### config.mk
export PLATFORM = sky130hd
export DESIGN_NAME = video_tmds_enc
export DESIGN_NICKNAME = d
export VERILOG_FILES = /design/src/rtl/video_tmds_enc.sv
export SDC_FILE = /design/constraint.sdc
export NUM_CORES = 1
export LEC_CHECK = 0
export CELL_PAD_IN_SITES_DETAIL_PLACEMENT = 0
export CELL_PAD_IN_SITES_GLOBAL_PLACEMENT = 2
export CORE_MARGIN = 2
export CORE_UTILIZATION = 42
export CTS_CLUSTER_SIZE = 14
export DETAILED_ROUTE_END_ITERATION = 8
export PLACE_DENSITY = 0.9
export SLEW_MARGIN = 20
export SYNTH_ARGS = -nofsm -noshare
export SYNTH_HDL_FRONTEND = slang
export SYNTH_SLANG_ARGS = --single-unit
### constraint.sdc
create_clock -name clk -period 10.25 [get_ports clk]
set_clock_uncertainty 0.1 [all_clocks]
set_input_delay 3.075 -clock clk [delete_from_list [all_inputs] [get_ports clk]]
set_output_delay 3.075 -clock clk [all_outputs]
set_load 0.02 [all_outputs]
### src/rtl/video_tmds_enc.sv
// -----------------------------------------------------------------------------
// video_tmds_enc
//
// DVI 1.0 TMDS encoder for the three video channels feeding the OSER10
// serializers. The block runs in the VDP clock domain and only advances on
// clock edges where the pixel strobe (enable) is high.
//
// Pipeline (each stage advances on an enabled edge):
//   S1  register DE/HS/VS and the three bytes, plus the ones-count of each byte
//   S2  transition-minimised 9-bit q_m and the ones-count of q_m[7:0]
//   S3  running-disparity DC balance (data) or control token (blanking)
// A sample taken at enabled edge E0 is presented on tmds_chN after edge E2.
//
// Ports:
//   clk        VDP clock (42.95454 MHz)
//   reset_n    asynchronous active-low reset; outputs go to 10'h354
//   enable     pixel strobe, high every second clock
//   video_de   active-video flag
//   video_hs   horizontal sync (polarity already applied)
//   video_vs   vertical sync (polarity already applied)
//   video_r/g/b  8-bit colour components
//   tmds_ch0   channel 0 symbol (blue data, or red when swap_rb=1; sync tokens)
//   tmds_ch1   channel 1 symbol (green)
//   tmds_ch2   channel 2 symbol (red data, or blue when swap_rb=1)
//
// Parameter:
//   swap_rb    1 swaps the red and blue data channels; sync stays on channel 0
// -----------------------------------------------------------------------------
`timescale 1ns / 1ps

module video_tmds_enc #(
    parameter bit swap_rb = 1'b0
) (
    input  logic       clk,
    input  logic       reset_n,
    input  logic       enable,
    input  logic       video_de,
    input  logic       video_hs,
    input  logic       video_vs,
    input  logic [7:0] video_r,
    input  logic [7:0] video_g,
    input  logic [7:0] video_b,
    output logic [9:0] tmds_ch0,
    output logic [9:0] tmds_ch1,
    output logic [9:0] tmds_ch2
);

    localparam logic [9:0] TOKEN_00 = 10'h354;

    // Result of the DC-balance stage for one channel.
    typedef struct packed {
        logic [9:0]        sym;
        logic signed [5:0] cnt;
    } bal_t;

    // Number of ones in a byte.
    function automatic logic [3:0] ones8(input logic [7:0] v);
        logic [3:0] n;
        n = '0;
        for (int i = 0; i < 8; i++) begin
            n = n + {3'b000, v[i]};
        end
        return n;
    endfunction

    // Transition-minimised word: XNOR chain when the byte is ones-heavy
    // (ties broken by bit 0), XOR chain otherwise. Bit 8 records the choice.
    function automatic logic [8:0] qm_encode(input logic [7:0] d, input logic [3:0] n1);
        logic       use_xnor;
        logic [8:0] qm;
        use_xnor = (n1 > 4'd4) || ((n1 == 4'd4) && !d[0]);
        qm       = '0;
        qm[0]    = d[0];
        for (int i = 1; i < 8; i++) begin
            qm[i] = use_xnor ? ~(qm[i-1] ^ d[i]) : (qm[i-1] ^ d[i]);
        end
        qm[8] = ~use_xnor;
        return qm;
    endfunction

    // DC balance: choose whether to invert q_m[7:0] so the running
    // disparity is pulled back toward zero, and update the counter.
    function automatic bal_t dc_balance(input logic [8:0] qm, input logic [3:0] n1,
                                        input logic signed [5:0] cnt);
        bal_t              res;
        logic signed [5:0] diff;
        // N1 - N0 = 2*N1 - 8, range -8..+8.
        diff = $signed({1'b0, n1, 1'b0}) - 6'sd8;
        if ((cnt == 6'sd0) || (n1 == 4'd4)) begin
            res.sym = {~qm[8], qm[8], qm[8] ? qm[7:0] : ~qm[7:0]};
            res.cnt = qm[8] ? (cnt + diff) : (cnt - diff);
        end else if (((cnt > 6'sd0) && (n1 > 4'd4)) || ((cnt < 6'sd0) && (n1 < 4'd4))) begin
            res.sym = {1'b1, qm[8], ~qm[7:0]};
            res.cnt = cnt - diff + (qm[8] ? 6'sd2 : 6'sd0);
        end else begin
            res.sym = {1'b0, qm[8], qm[7:0]};
            res.cnt = cnt + diff - (qm[8] ? 6'sd0 : 6'sd2);
        end
        return res;
    endfunction

    // Control token for C1C0 during blanking.
    function automatic logic [9:0] ctrl_token(input logic [1:0] c);
        logic [9:0] t;
        case (c)
            2'b00:   t = 10'h354;
            2'b01:   t = 10'h0AB;
            2'b10:   t = 10'h154;
            default: t = 10'h2AB;
        endcase
        return t;
    endfunction

    // ---------------------------------------------------------------- S1
    logic [7:0] w_byte [3];

    assign w_byte[0] = swap_rb ? video_r : video_b;
    assign w_byte[1] = video_g;
    assign w_byte[2] = swap_rb ? video_b : video_r;

    logic       r1_de;
    logic       r1_hs;
    logic       r1_vs;
    logic [7:0] r1_d  [3];
    logic [3:0] r1_n1 [3];

    // NOTE: sequential state uses non-blocking assignments so every stage
    // samples the previous stage's value from before the edge.
    // NOTE: every pipeline register is reset, so after reset the stages hold
    // a clean blanking sample and the outputs keep emitting 10'h354 until
    // real samples have travelled through.
    always_ff @(posedge clk or negedge reset_n) begin
        if (!reset_n) begin
            r1_de <= 1'b0;
            r1_hs <= 1'b0;
            r1_vs <= 1'b0;
            for (int ch = 0; ch < 3; ch++) begin
                r1_d[ch]  <= '0;
                r1_n1[ch] <= '0;
            end
        end else if (enable) begin
            r1_de <= video_de;
            r1_hs <= video_hs;
            r1_vs <= video_vs;
            for (int ch = 0; ch < 3; ch++) begin
                r1_d[ch]  <= w_byte[ch];
                r1_n1[ch] <= ones8(w_byte[ch]);
            end
        end
    end

    // ---------------------------------------------------------------- S2
    logic [8:0] w_qm    [3];
    logic [3:0] w_qm_n1 [3];

    always_comb begin
        for (int ch = 0; ch < 3; ch++) begin
            w_qm[ch]    = qm_encode(r1_d[ch], r1_n1[ch]);
            w_qm_n1[ch] = ones8(w_qm[ch][7:0]);
        end
    end

    logic       r2_de;
    logic       r2_hs;
    logic       r2_vs;
    logic [8:0] r2_qm [3];
    logic [3:0] r2_n1 [3];

    always_ff @(posedge clk or negedge reset_n) begin
        if (!reset_n) begin
            r2_de <= 1'b0;
            r2_hs <= 1'b0;
            r2_vs <= 1'b0;
            for (int ch = 0; ch < 3; ch++) begin
                r2_qm[ch] <= '0;
                r2_n1[ch] <= '0;
            end
        end else if (enable) begin
            r2_de <= r1_de;
            r2_hs <= r1_hs;
            r2_vs <= r1_vs;
            for (int ch = 0; ch < 3; ch++) begin
                r2_qm[ch] <= w_qm[ch];
                r2_n1[ch] <= w_qm_n1[ch];
            end
        end
    end

    // ---------------------------------------------------------------- S3
    logic signed [5:0] r3_cnt [3];
    logic [9:0]        r3_sym [3];
    bal_t              w_bal  [3];

    always_comb begin
        for (int ch = 0; ch < 3; ch++) begin
            // NOTE: defaults first so every path assigns every bit and no
            // latch is inferred.
            w_bal[ch].sym = TOKEN_00;
            w_bal[ch].cnt = '0;
            if (r2_de) begin
                w_bal[ch] = dc_balance(r2_qm[ch], r2_n1[ch], r3_cnt[ch]);
            end else if (ch == 0) begin
                // Sync rides on channel 0 only: C1 = VS, C0 = HS.
                w_bal[ch].sym = ctrl_token({r2_vs, r2_hs});
            end
        end
    end

    always_ff @(posedge clk or negedge reset_n) begin
        if (!reset_n) begin
            for (int ch = 0; ch < 3; ch++) begin
                r3_sym[ch] <= TOKEN_00;
                r3_cnt[ch] <= '0;
            end
        end else if (enable) begin
            for (int ch = 0; ch < 3; ch++) begin
                r3_sym[ch] <= w_bal[ch].sym;
                r3_cnt[ch] <= w_bal[ch].cnt;
            end
        end
    end

    assign tmds_ch0 = r3_sym[0];
    assign tmds_ch1 = r3_sym[1];
    assign tmds_ch2 = r3_sym[2];

endmodule
# ---- Word-level counts from Yosys, hierarchy flattened
# Cells that the tools add are included.
dict set report op_classes {
  n_addsub 57
  n_reduce_logical 25
  n_mux 44
  div 0
  n_lt_le_gt_ge 15
  shift 0
  n_bitwise 51
  mul 0
  eq_ne 8
}
# cell n
set ops {}
lappend ops {{$mux W16} 8}
lappend ops {{$add A4 B1 Y4} 24}
lappend ops {{$pmux W10 S3} 1}
lappend ops {{$not A1 Y1} 27}
lappend ops {{$add A3 B1 Y4} 6}
lappend ops {{$eq A4 B3 Y1 const B} 6}
lappend ops {{$gt A4 B3 Y1 const B} 6}
lappend ops {{$mux W6} 4}
lappend ops {{$mux W8} 3}
lappend ops {{$not A8 Y8} 3}
lappend ops {{$mux W1} 21}
lappend ops {{$xor A1 B1 Y1} 21}
lappend ops {{$add A2 B1 Y3} 6}
lappend ops {{$add A6 B3 Y6} 3}
lappend ops {{$add A6 B6 Y6} 3}
lappend ops {{$gt A6 B1 Y1 const B} 3}
lappend ops {{$logic_not A6 Y1} 3}
lappend ops {{$lt A6 B1 Y1 const B} 3}
lappend ops {{$sub A5 B4 Y6 const B} 3}
lappend ops {{$sub A6 B3 Y6} 3}
lappend ops {{$sub A6 B6 Y6} 3}
lappend ops {{$add A1 B1 Y2} 6}
lappend ops {{$lt A4 B3 Y1 const B} 3}
lappend ops {{$mux W2} 6}
lappend ops {{other kinds (7)} 25}
dict set report totals {
  rom_bits 0
  word_cells 224
  mem_count 0
  ff_bits 129
  latchBits 0
  output_inout_bits 30
  ram_bits 0
  in_bits 30
}

# ---- Logic depth before layout (Yosys ltp)
dict set report depth {
  word_depth 23
  depth_mapped 14
  mapped_depth_nobuf 14
}

# ---- Least setup slack after synthesis
# No wires, ideal clock.
dict set report synth_timing {
  kind {input to register}
  startpoint {in video_g[0]}
  endpoint {reg r1_n1[6] in the netlist's numbering}
  setup_ns 0.125
  path_buffers 0
  stages 10
  arrival_ns 5.503
  setup_slack_ns 4.522
  cell_sequence {fa_1 inv_1 fa_1 fa_1 inv_1 ha_1 inv_1 fa_1 xnor2_1 mux2_2}
}
dict set report synth_via {
  elab_chain_len 7
}
# item line
set synth_rtl {}
lappend synth_rtl {{start: declaration} 41} ;# input logic [7:0] video_g,
lappend synth_rtl {{$add A1 B1 Y2} 61} ;# n = n + {3'b000, v[i]};
lappend synth_rtl {{$add A2 B1 Y3} 61}
lappend synth_rtl {{$add A3 B1 Y4} 61}
lappend synth_rtl {{$add A4 B1 Y4 (4 in series)} 61}
lappend synth_rtl {{end signal: indexed assignment} 147} ;# r1_n1[ch] <= ones8(w_byte[ch]);
lappend synth_rtl {{end: declaration} 125} ;# logic [3:0] r1_n1 [3];
# Every way passes these cells.
# A chain may end at the register's enable or synchronous reset.

# ---- Worst setup path after layout
dict set report layout_timing {
  startpoint {in video_b[0]}
  endpoint {reg r1_n1[10] in the netlist's numbering}
}
dict set report layout_via {
  elab_chain_len 7
}
# item line
set layout_rtl {}
lappend layout_rtl {{start: declaration} 42} ;# input logic [7:0] video_b,
lappend layout_rtl {{$add A1 B1 Y2} 61}
lappend layout_rtl {{$add A2 B1 Y3} 61}
lappend layout_rtl {{$add A3 B1 Y4} 61}
lappend layout_rtl {{$add A4 B1 Y4 (4 in series)} 61}
# Every way passes these cells.

==> impl_summary.md <==
Status
The flow ran to the end, and the final reports show no timing, DRC or antenna violations.

Cells and area
The layout overhead on the synthesized area is 17.0%. The post-layout net count is 1034. The area used by multi-input combinational logic is 5020 um^2. The repair_antennas step left the layout with diodes totalling 0.

Once layout is complete, the utilization of the core stands at 0.501. The fill cell total of the finished layout is 1927. In the layout the commonest cells are sky130_fd_sc_hd__dfrtp_1, sky130_fd_sc_hd__inv_1, sky130_fd_sc_hd__ha_1, sky130_fd_sc_hd__mux2_2, sky130_fd_sc_hd__clkdlybuf4s50_1. The sequential cell area is 3170 um^2. The library cell used most frequently in the layout, excluding fill and tap cells, is sky130_fd_sc_hd__dfrtp_1. Excluding fillers, the count of instances in the completed layout stands at 1190.

The fraction of layout cells with a size suffix above 1 is 0.143.

Yosys
The share of the synthesized area in the top cell type is 0.319. The cell area that synthesis handed to floorplanning was 8700 um^2. After synthesis, the cell types taking the most area are sky130_fd_sc_hd__dfrtp_1, sky130_fd_sc_hd__ha_1, sky130_fd_sc_hd__mux2_2. The gate count of the mapped netlist is 854. Of the synthesized area, sequential elements account for 0.365.

The cell type contributing the most total cell area after synthesis is sky130_fd_sc_hd__dfrtp_1. The average instance in the mapped netlist occupies 10.2 um^2. The post-synth net total is 981. The synthesized design contains 126 register bits. The number of different library cells used by synthesis comes to 53. Yosys printed 0 warnings.

Timing
The number of hold violations in the final report is 0. Setup total negative slack on the finished layout was measured at 0 ns. The total of endpoints with negative setup slack in the final report is 0. The normalized max-slew margin is 0.398. For the pin with the worst max-slew slack, the measured transition is 0.903 ns. The post-route fraction of the period consumed by the critical path is 0.572.

Derived from the worst setup path, the maximum achievable clock frequency is 0.170 GHz. Setup repair after global routing left no endpoint under its margin. The tightest hold path in the finished design has a slack of 0.386 ns. The number of slew-limit violations in the final report is 0. The worst path needs 5.87 ns of the cycle, external delays included. The worst setup slack after layout is 4.38 ns.

Clock tree
TritonCTS built the clock tree. The number of buffers inserted during clock tree synthesis is 17. The library cell used as clock root buffer is sky130_fd_sc_hd__clkbuf_16. In this run the number of H-tree levels came out at 4. The CTS sink count is 126. After clock tree synthesis, the clock-pin slew on the worst setup and hold paths is 0.06 ns. After clock tree synthesis, the setup repair step added 0 buffers. The post-cts repair resize count is 0. For this design, the CTS-stage hold fixing added 0 buffers.

At the later pin of the worst-skew pair, clock insertion delay measures 0.42 ns. The longest clock path from root to sink contains 2 buffers.

Floorplanning
The number of top-level pins is 60. The width of the chip is 148 um. In this run the vertical extent of the chip is 148 um. In this run the core area contains 52 standard-cell rows.

The core region is 20300 um^2. The initial utilization of the core area, before any placement, comes to 0.429. The total die area is 21900 um^2.

Place
The number of buffer cells added on primary ports is 59. The count of placed standard cells including taps is 1158. The congestion estimate from routability-driven global placement came to 0.807. Detailed placement ended at an HPWL of 13.4 mm. Before CTS, the worst setup slack after placement is 3.95 ns.

Min path
The worst hold path belongs to the class reg -> reg.

Setup path
The endpoint type of the worst setup path is a flop. The type of element launching the critical path is an input pin. The worst setup path category is in -> reg. The required time at the endpoint of the critical path is 10.45 ns. Data on the critical path arrives at its endpoint at 6.07 ns.

The largest fanout on the critical path is 2.

Drt
The remaining design rule violation count is 0. In this run, the number of DRC markers left after iteration 0 of detailed routing was 172. The count of vias placed by the detailed router is 6072. Dividing the detail-routed wire length by the instance count gives 15.4 um. The length of the first detailed-routing pass in iterations is 4.

The post-detailed-route count of antenna-violating nets is 0. Dividing the detail-routed via count by the number of cells gives 5.10. The aggregate routed wire length is 18.3 mm.

Power
The power density normalized to cell area is 382 nW/um^2. The worst supply voltage drop on vdd is 0.181 mV. The analysis attributes to cell leakage a power of 4.39 nW.

Global route
The maximum number of pins on one net before global-route repair is 101. The overall routing resource usage is 0.181. The leftover overflow at the end of global routing is 0. The via count of the first global-routing pass is 6329. The first global-routing pass estimated 31.8 mm of wire. The initial antenna violation count is 0.

Job
The tool flagged a number of max-cap violations equal to 0.
[cell families (layout without fill, tap and decap cells)]
logic type                 count (synthesis)  after routing  share of synthesized area
muxes                                     63             63                     0.0807
DFF                                      126            126                      0.365
AOI/OAI and AO/OA                        166            166                      0.125
xor gates and xnor gates                  87             87                      0.102
buffers and inverters                    133            199                     0.0581
adders and majority gates                 97             97                      0.165
and+or+nand+nor                          182            182                      0.105
[cell usage after synthesis (all sizes together)]
cell type  instances
a211o              2
nand2             36
nor4               6
and2               4
nor3              18
a21oi             55
or3                7
nand2b            10
nor2              54
o21bai             1
clkbuf            18
dfstp             15
nor2b             11
o21ai             25
o211ai             5
a31oi             11
fa                29
o22ai             27
mux2              57
a2111oi            3
and4b              2
or2                4
mux2i              6
o21a               5
dfrtp            111
a2111o             2
ha                68
a21o               8
or2b               1
nand4              4
nor3b              7
nand3              8
xnor2             67
o311ai             2
and3               4
o22a               2
nand3b             6
xor2              20
o31a               2
a211oi             9
buf               10
inv              105
o221ai             7
[state kept, by name (all words and copies together) (netlist names)]
register and count:
r1_n1 12, r1_hs 1, r2_qm 27, r1_de 1
tmds_ch0 10, r2_hs 1, tmds_ch2 10, r1_d 24
r2_vs 1, r2_de 1, r1_vs 1, r2_n1 12
tmds_ch1 10, r3_cnt 15
[cell type report]
type,count,share of cell area
Inverter,105,0.0387
Clock inverter,10,0.0157
Timing Repair Buffer,62,0.0605
Tap cell,270,0.0332
Sequential cell,126,0.312
Clock buffer,22,0.0466
Multi-Input combinational cell,595,0.494
[worst max-delay path, cell delays in order]
cell	delay (ns)
sky130_fd_sc_hd__clkdlybuf4s50_1	0.45
sky130_fd_sc_hd__fa_1	0.54
sky130_fd_sc_hd__inv_1	0.05
sky130_fd_sc_hd__fa_1	0.49
sky130_fd_sc_hd__fa_1	0.41
sky130_fd_sc_hd__inv_1	0.07
sky130_fd_sc_hd__ha_1	0.15
sky130_fd_sc_hd__inv_1	0.05
sky130_fd_sc_hd__fa_1	0.39
sky130_fd_sc_hd__xnor2_1	0.13
sky130_fd_sc_hd__mux2_2	0.26
[through the flow]
stage / area [um^2] / power [mW]
after floorplan: 8700 / 2.67
after global placement: 9540 / 3.21
after detailed placement: 9540 / 3.25
after CTS: 10200 / 3.93
after global routing: 10200 / 4.30
final: 10200 / 3.89
[routing by layer]
metal	routed length, um	up-vias	track usage
met5	0	-	0
met4	234	0	0.0557
met3	353	19	0.0256
met2	8440	69	0.288
met1	9290	2961	0.256
li1	-	3023	-
[worst paths after layout]
| path | from | end | slack (ns) | cells past startpoint |
|---|---|---|---|---|
| setup / recovery | video_b[0] | r1_n1[10]$_DFFE_PN0P_ | 4.38 | 11 |
| hold reg to reg | r1_hs$_DFFE_PN0P_ | r2_hs$_DFFE_PN0P_ | 0.39 | 2 |
| max in group asynchronous | reset_n | r1_d[19]$_DFFE_PN0P_ | 6.25 | 2 |
| setup reg to reg | r1_d[16]$_DFFE_PN0P_ | r2_n1[10]$_DFFE_PN0P_ | 6.15 | 13 |
| min in group asynchronous | reset_n | r3_cnt[1]$_DFFE_PN0P_ | 2.50 | 1 |
| hold / removal | r1_hs$_DFFE_PN0P_ | r2_hs$_DFFE_PN0P_ | 0.39 | 2 |
[report_power, final]
| group | switching (mW) | leakage, nW | internal, mW |
|---|---|---|---|
| combinational | 1.29 | 2.58 | 1.13 |
| sequential | 0.145 | 1.51 | 0.682 |
| clock | 0.222 | 0.298 | 0.425 |
(Power assumes the default switching activity.)
